`src/rtl/ticket_counter_multi.sv`:
```
// ticket_counter_multi: multi-destination ticket counter with saturating credit, refund and greedy change
module ticket_counter_multi #(
  parameter int NUM_DEST   = 8,
  parameter int DEST_W     = 3,
  parameter int FARE_BASE  = 150,
  parameter int FARE_STEP  = 40,
  parameter int MAX_QTY    = 4,
  parameter int CREDIT_W   = 11,
  parameter int MAX_CREDIT = 1000
) (
  input  logic                clk,
  input  logic                reset,
  input  logic                coin_inserted,
  input  logic [1:0]          coin_value,
  input  logic                ticket_selected,
  input  logic [DEST_W-1:0]   ticket_destination,
  input  logic [2:0]          ticket_qty,
  input  logic                cancel,
  output logic [CREDIT_W-1:0] credit,
  output logic                busy,
  output logic                ticket_dispensed,
  output logic [DEST_W-1:0]   ticket_dest,
  output logic                change_returned,
  output logic [1:0]          change_value,
  output logic                coin_reject,
  output logic                select_error,
  output logic                insufficient,
  output logic [15:0]         tickets_sold
);
  localparam int TW = CREDIT_W + 4;
  typedef enum logic [1:0] {S_IDLE, S_COLLECT, S_DISPENSE, S_CHANGE} state_e;
  state_e state_q, state_d;
  logic [CREDIT_W-1:0] credit_q, credit_d, chg_amt;
  logic [DEST_W-1:0] dest_q, dest_d;
  logic [2:0] rem_q, rem_d;
  logic [15:0] sold_q, sold_d;
  logic [1:0] cv_q, cv_d, chg_code;
  logic disp_q, disp_d, chg_q, chg_d, rej_q, rej_d, serr_q, serr_d, ins_q, ins_d, busy_q;
  logic [CREDIT_W:0] coin_sum;
  logic [TW-1:0] total;
  logic sel_bad;
  function automatic logic [CREDIT_W:0] coin_jpy(input logic [1:0] c);
    return (CREDIT_W+1)'(c == 2'd3 ? 500 : c == 2'd2 ? 100 : c == 2'd1 ? 50 : 10);
  endfunction
  assign coin_sum = {1'b0, credit_q} + coin_jpy(coin_value);
  assign total = (TW'(FARE_BASE) + TW'(FARE_STEP) * TW'(ticket_destination)) * TW'(ticket_qty);
  assign sel_bad = 32'(ticket_destination) >= NUM_DEST || ticket_qty == 3'd0 || 32'(ticket_qty) > MAX_QTY;
  // largest coin not exceeding the remaining credit
  assign chg_code = {1'b0, credit_q} >= coin_jpy(2'd3) ? 2'd3 :
                    {1'b0, credit_q} >= coin_jpy(2'd2) ? 2'd2 :
                    {1'b0, credit_q} >= coin_jpy(2'd1) ? 2'd1 : 2'd0;
  assign chg_amt = CREDIT_W'(coin_jpy(chg_code));
  always_comb begin
    state_d  = state_q;
    credit_d = credit_q;
    dest_d   = dest_q;
    rem_d    = rem_q;
    sold_d   = sold_q;
    cv_d     = cv_q;
    disp_d   = 1'b0;
    chg_d    = 1'b0;
    rej_d    = 1'b0;
    serr_d   = 1'b0;
    ins_d    = 1'b0;
    case (state_q)
      S_DISPENSE: begin
        disp_d  = 1'b1;
        sold_d  = sold_q + {15'd0, sold_q != 16'hFFFF};
        rem_d   = rem_q - 3'd1;
        state_d = rem_q != 3'd1 ? S_DISPENSE : credit_q != '0 ? S_CHANGE : S_IDLE;
        rej_d   = coin_inserted;
        serr_d  = ticket_selected;
      end
      S_CHANGE: begin
        chg_d    = 1'b1;
        cv_d     = chg_code;
        credit_d = credit_q - chg_amt;
        state_d  = credit_q == chg_amt ? S_IDLE : S_CHANGE;
        rej_d    = coin_inserted;
        serr_d   = ticket_selected;
      end
      default: begin
        if (cancel) begin
          state_d = credit_q != '0 ? S_CHANGE : state_q;
        end else if (coin_inserted) begin
          serr_d = ticket_selected;
          if (coin_sum <= (CREDIT_W+1)'(MAX_CREDIT)) begin
            credit_d = coin_sum[CREDIT_W-1:0];
            state_d  = S_COLLECT;
          end else begin
            rej_d = 1'b1;
          end
        end else if (ticket_selected) begin
          if (sel_bad) begin
            serr_d = 1'b1;
          end else if (TW'(credit_q) < total) begin
            ins_d = 1'b1;
          end else begin
            credit_d = credit_q - CREDIT_W'(total);
            dest_d   = ticket_destination;
            rem_d    = ticket_qty;
            state_d  = S_DISPENSE;
          end
        end
      end
    endcase
  end
  always_ff @(posedge clk or negedge reset) begin
    if (!reset) begin
      state_q  <= S_IDLE;
      credit_q <= '0;
      dest_q   <= '0;
      rem_q    <= '0;
      sold_q   <= '0;
      cv_q     <= '0;
      disp_q   <= 1'b0;
      chg_q    <= 1'b0;
      rej_q    <= 1'b0;
      serr_q   <= 1'b0;
      ins_q    <= 1'b0;
      busy_q   <= 1'b0;
    end else begin
      state_q  <= state_d;
      credit_q <= credit_d;
      dest_q   <= dest_d;
      rem_q    <= rem_d;
      sold_q   <= sold_d;
      cv_q     <= cv_d;
      disp_q   <= disp_d;
      chg_q    <= chg_d;
      rej_q    <= rej_d;
      serr_q   <= serr_d;
      ins_q    <= ins_d;
      busy_q   <= state_d == S_DISPENSE || state_d == S_CHANGE;
    end
  end
  assign credit           = credit_q;
  assign busy             = busy_q;
  assign ticket_dispensed = disp_q;
  assign ticket_dest      = dest_q;
  assign change_returned  = chg_q;
  assign change_value     = cv_q;
  assign coin_reject      = rej_q;
  assign select_error     = serr_q;
  assign insufficient     = ins_q;
  assign tickets_sold     = sold_q;
endmodule

```
`config.mk`:
```
export PLATFORM = sky130hd
export DESIGN_NAME = ticket_counter_multi
export DESIGN_NICKNAME = d
export VERILOG_FILES = /design/src/rtl/ticket_counter_multi.sv
export SDC_FILE = /design/constraint.sdc
export NUM_CORES = 1
export LEC_CHECK = 0
export ABC_AREA = 1
export CORE_MARGIN = 10
export CORE_UTILIZATION = 45
export DETAILED_ROUTE_END_ITERATION = 10
export PLACE_DENSITY = 0.71
export REMOVE_ABC_BUFFERS = 1
export SYNTH_ARGS = -nofsm -noshare
export SYNTH_HDL_FRONTEND = slang
export SYNTH_SLANG_ARGS = --single-unit
```
`constraint.sdc`:
```
create_clock -name clk -period 2.5 [get_ports clk]
set_clock_uncertainty 0.15 [all_clocks]
set_input_delay 0.375 -clock clk [delete_from_list [all_inputs] [get_ports clk]]
set_output_delay 0.375 -clock clk [all_outputs]
set_load 0.01 [all_outputs]
```
==> results.txt <==
----------------------------------------------------
[Die]
  Die Width ... 120 um
  DIE AREA ... 14400 sq um
  FP Rows ... 36
  Vertical die dimension ... 120 um
  # IOs ... 51
  Area of the core ... 9730 sq um
  Starting density of the core ... 46.2%

[Global routing]
  Largest net degree at the start of global routing ... 20
  Fraction of met3 tracks used by global routing ... 2.81%
  Top Usage Layer GRT ... met2
  First-pass GRT wire length ... 22600 um
  Met2 Track Usage GR ... 33.4%
  GR Layer Usage met1 ... 22.9%
  Number of global-route vias before repair ... 4833
  Grt total ovfl ... 0
  Antenna violations before repair ... 0
  Total routing usage reported by global routing ... 18.7%

[Clocking]
  Clock latency at the later pin of the worst-skew pair ... 0.30 ns
  Root Driver ... clkbuf_8
  Register clock-pin slew on the reported worst setup and hold paths ... 0.08 ns
  H-Tree Level Count ... 2
  CTS Buf Count ... 5
  Clock tree from TritonCTS ... yes
  Number of sinks on the clock net ... 42
  Maximum buffer depth of the clock tree ... 2

[Yosys]
  Most area-hungry cell type in the Yosys netlist ... dfrtp_1
  Number of distinct standard cells referenced by the synthesized netlist ... 40
  FF+latch count, synth ... 42
  Most frequently used flop master after synthesis ... dfrtp_1
  Register area share after synthesis ... 23.4%
  Share of synthesized flip-flops with an asynchronous set or reset ... 100%
  Top cell type's share of synthesized area ... 23.4%
  Count of flip-flops with a built-in enable after synthesis ... 0
  Cell count after synthesis ... 661
  Post-Syn Area per Cell ... 6.80 sq um
  Count of warnings emitted by yosys ... 0
  Netlist area before placement ... 4490 sq um
  Most area-consuming cells after synthesis ... dfrtp_1, nand2_1, ha_1

[Placed design]
  Place WS ... -2.51 ns
  Half-perimeter wire length after placement ... 10800 um
  Final estimated routing congestion in global placement ... 0.918
  Number of input and output port buffers inserted ... 49

[Drt]
  First drt pass iteration count ... 5
  Number of DRC markers in iteration 0 ... 291
  Post-detailed-route DRC marker count ... 0
  Via count of the routed design ... 4920
  DR WL/cell ... 14.4 um
  Number of nets with antenna violations after detailed routing ... 0
  Wire length after detailed routing ... 14000 um
  Detailed-route vias per instance ... 5.05

[Power]
  Worst voltage drop across the vdd grid ... 592 uV
  Power Dens Cells ... 1170 nW/um^2
  Leakage power summed over all cells ... 3.50 nW

[Worst setup path]
  Critical Path Fanout Max ... 5
  Critical path type ... in2reg
  CP Capture Type ... register
  Endpoint arrival time on the critical path ... 4.01 ns
  Kind of start point of the critical path ... primary input
  Required time at the worst-slack endpoint ... 2.54 ns

[Outcome]
  Failing checks ... setup timing
  Status ... finished, violations left

[STA]
  Count of final hold-check violations ... 0
  Worst-margin pin slew ... 0.574 ns
  Worst Setup Slack, final ... -1.47 ns
  Setup_tns ... -28.31 ns
  Number of setup violations in the final report ... 21
  Final worst path period share ... 159%
  Worst rel slew slack ... 61.7%
  Pins over their slew limit ... 0
  Unrepaired setup endpoints after global routing ... true
  Tmin final ... 3.97 ns
  Highest attainable clock frequency ... 252 MHz

[Run]
  Reported max-cap violation count ... 0

[Finish]
  Layout Area Growth over Synthesis ... 47.6%
  Fillcell total ... 821
  Share of final-layout standard cells stronger than drive strength 1 ... 27.2%
  Top library cells by usage in the layout, fill and taps aside ... nand2_1, buf_4, inv_1, dfrtp_1, clkdlybuf4s50_1
  Leading cell type in the layout, fill and taps excluded ... nand2_1
  # nets final ... 911
  Antenna cells ... 0

[Min path]
  Type of the worst min-delay path ... in2reg

----------------------------------------------------
-- cell usage after synthesis, types with 2 or more instances --
| master | count |
|---|---|
| nor2_1 | 42 |
| a21o_1 | 3 |
| nand3_1 | 46 |
| xnor2_1 | 12 |
| xor2_1 | 20 |
| ha_1 | 48 |
| or2_2 | 2 |
| inv_1 | 106 |
| clkbuf_1 | 7 |
| o211ai_1 | 5 |
| o21ai_0 | 31 |
| fa_1 | 10 |
| nor3_1 | 5 |
| nor2_4 | 3 |
| dfrtp_1 | 42 |
| nand2_1 | 202 |
| nand3_2 | 3 |
| a21oi_1 | 27 |
| buf_2 | 4 |
| a31oi_1 | 7 |
| nand4_1 | 12 |
| nand3b_1 | 2 |
| a211oi_1 | 2 |
| o21bai_1 | 3 |
| nor4_1 | 2 |
-- through the flow --
stage / cells / hold WS (ns) / utilization (%) / total power, mW / area [sq um]
6_report: 974 / 0.275 / 68.2 / 7.77 / 6630
5_1_grt: 974 / 0.278 / 68.2 / 8.54 / 6630
4_1_cts: 967 / 0.252 / 65.8 / 7.44 / 6400
3_5_place_dp: 949 / 0.0929 / 61.4 / 6.49 / 5970
3_3_place_gp: 949 / 0.0936 / 61.4 / 6.39 / 5970
2_1_floorplan: 648 / -0.0706 / - / 3.99 / 4430
-- power by group --
| part | total (mW) | internal [mW] | switching [mW] |
|---|---|---|---|
| combinational | 6.08 | 2.93 | 3.15 |
| clock | 0.664 | 0.426 | 0.238 |
| sequential | 1.03 | 0.873 | 0.153 |
-- layout make-up --
cell class	instances	area, sq um	share of cell area (%)
Multi-Input combinational cell	499	3330	50.2
Timing Repair Buffer	184	1530	23.1
Sequential cell	42	1050	15.8
Inverter	108	408	6.15
Tap cell	133	166	2.51
Clock buffer	6	82.6	1.25
Clock inverter	2	60.1	0.905
-- flip-flops by register name, indices dropped and copies added (netlist names), 2 cells and up --
register and count:
change_value 2, credit 10, rem_q 3, state_q 2, ticket_dest 3, tickets_sold 16
-- worst paths after layout --
path	start	endpoint	slack [ns]	cells past startpoint
worst max register to register	credit[1]$_DFFE_PN0P_	credit[2]$_DFFE_PN0P_	-0.38	13
max in group asynchronous	reset	ticket_dest[1]$_DFFE_PN0P_	1.38	3
worst min-delay path	ticket_destination[2]	ticket_dest[2]$_DFFE_PN0P_	0.28	4
worst max-delay path	ticket_destination[0]	credit[2]$_DFFE_PN0P_	-1.47	27
worst min register to register	ticket_dest[2]$_DFFE_PN0P_	ticket_dest[2]$_DFFE_PN0P_	0.35	2
min in group asynchronous	reset	change_value[0]$_DFFE_PN0P_	0.31	2
-- timing repair --
action,CTS,global route
gates cloned,1,1
endpoints found under the setup margin,21,21
hold endpoints to repair,8,0
hold buffers,1,0
setup buffers,8,6
pin swaps,30,41
resized for setup,67,41
-- metal layers --
| layer | vias to the layer above | part of all wire, % |
|---|---|---|
| li1 | 2461 | - |
| met1 | 2325 | 43 |
| met2 | 112 | 51 |
| met3 | 22 | 4.9 |
| met4 | 0 | 1.7 |
| met5 | - | 0 |
-- cell families after synthesis --
kind of cell / after synthesis / synth area share [%]
xor+xnor: 32 / 6.24
compound gates: 80 / 9.94
other cells: 1 / 0.0834
simple gates: 326 / 31.8
flops: 42 / 23.4
buf+inv: 121 / 10.5
fa+ha+maj: 58 / 17.8
mux: 1 / 0.223
-- worst max-delay path, stage by stage --
cell     delay [ns]
buf_8          0.10
ha_4           0.16
ha_4           0.17
ha_4           0.23
a21o_1         0.18
xor2_2         0.15
inv_1          0.08
buf_4          0.10
nand2_1        0.06
fa_1           0.51
inv_1          0.07
ha_4           0.30
nand2_1        0.07
nand2_2        0.09
a31oi_4        0.04
xor2_1         0.17
ha_1           0.35
nand2_1        0.07
inv_1          0.06
nand2_1        0.06
nand2_2        0.08
nand3_2        0.09
nand2_2        0.11
inv_4          0.06
buf_6          0.13
nand3_1        0.09
nand2_1        0.06
(Power assumes the default switching activity.)
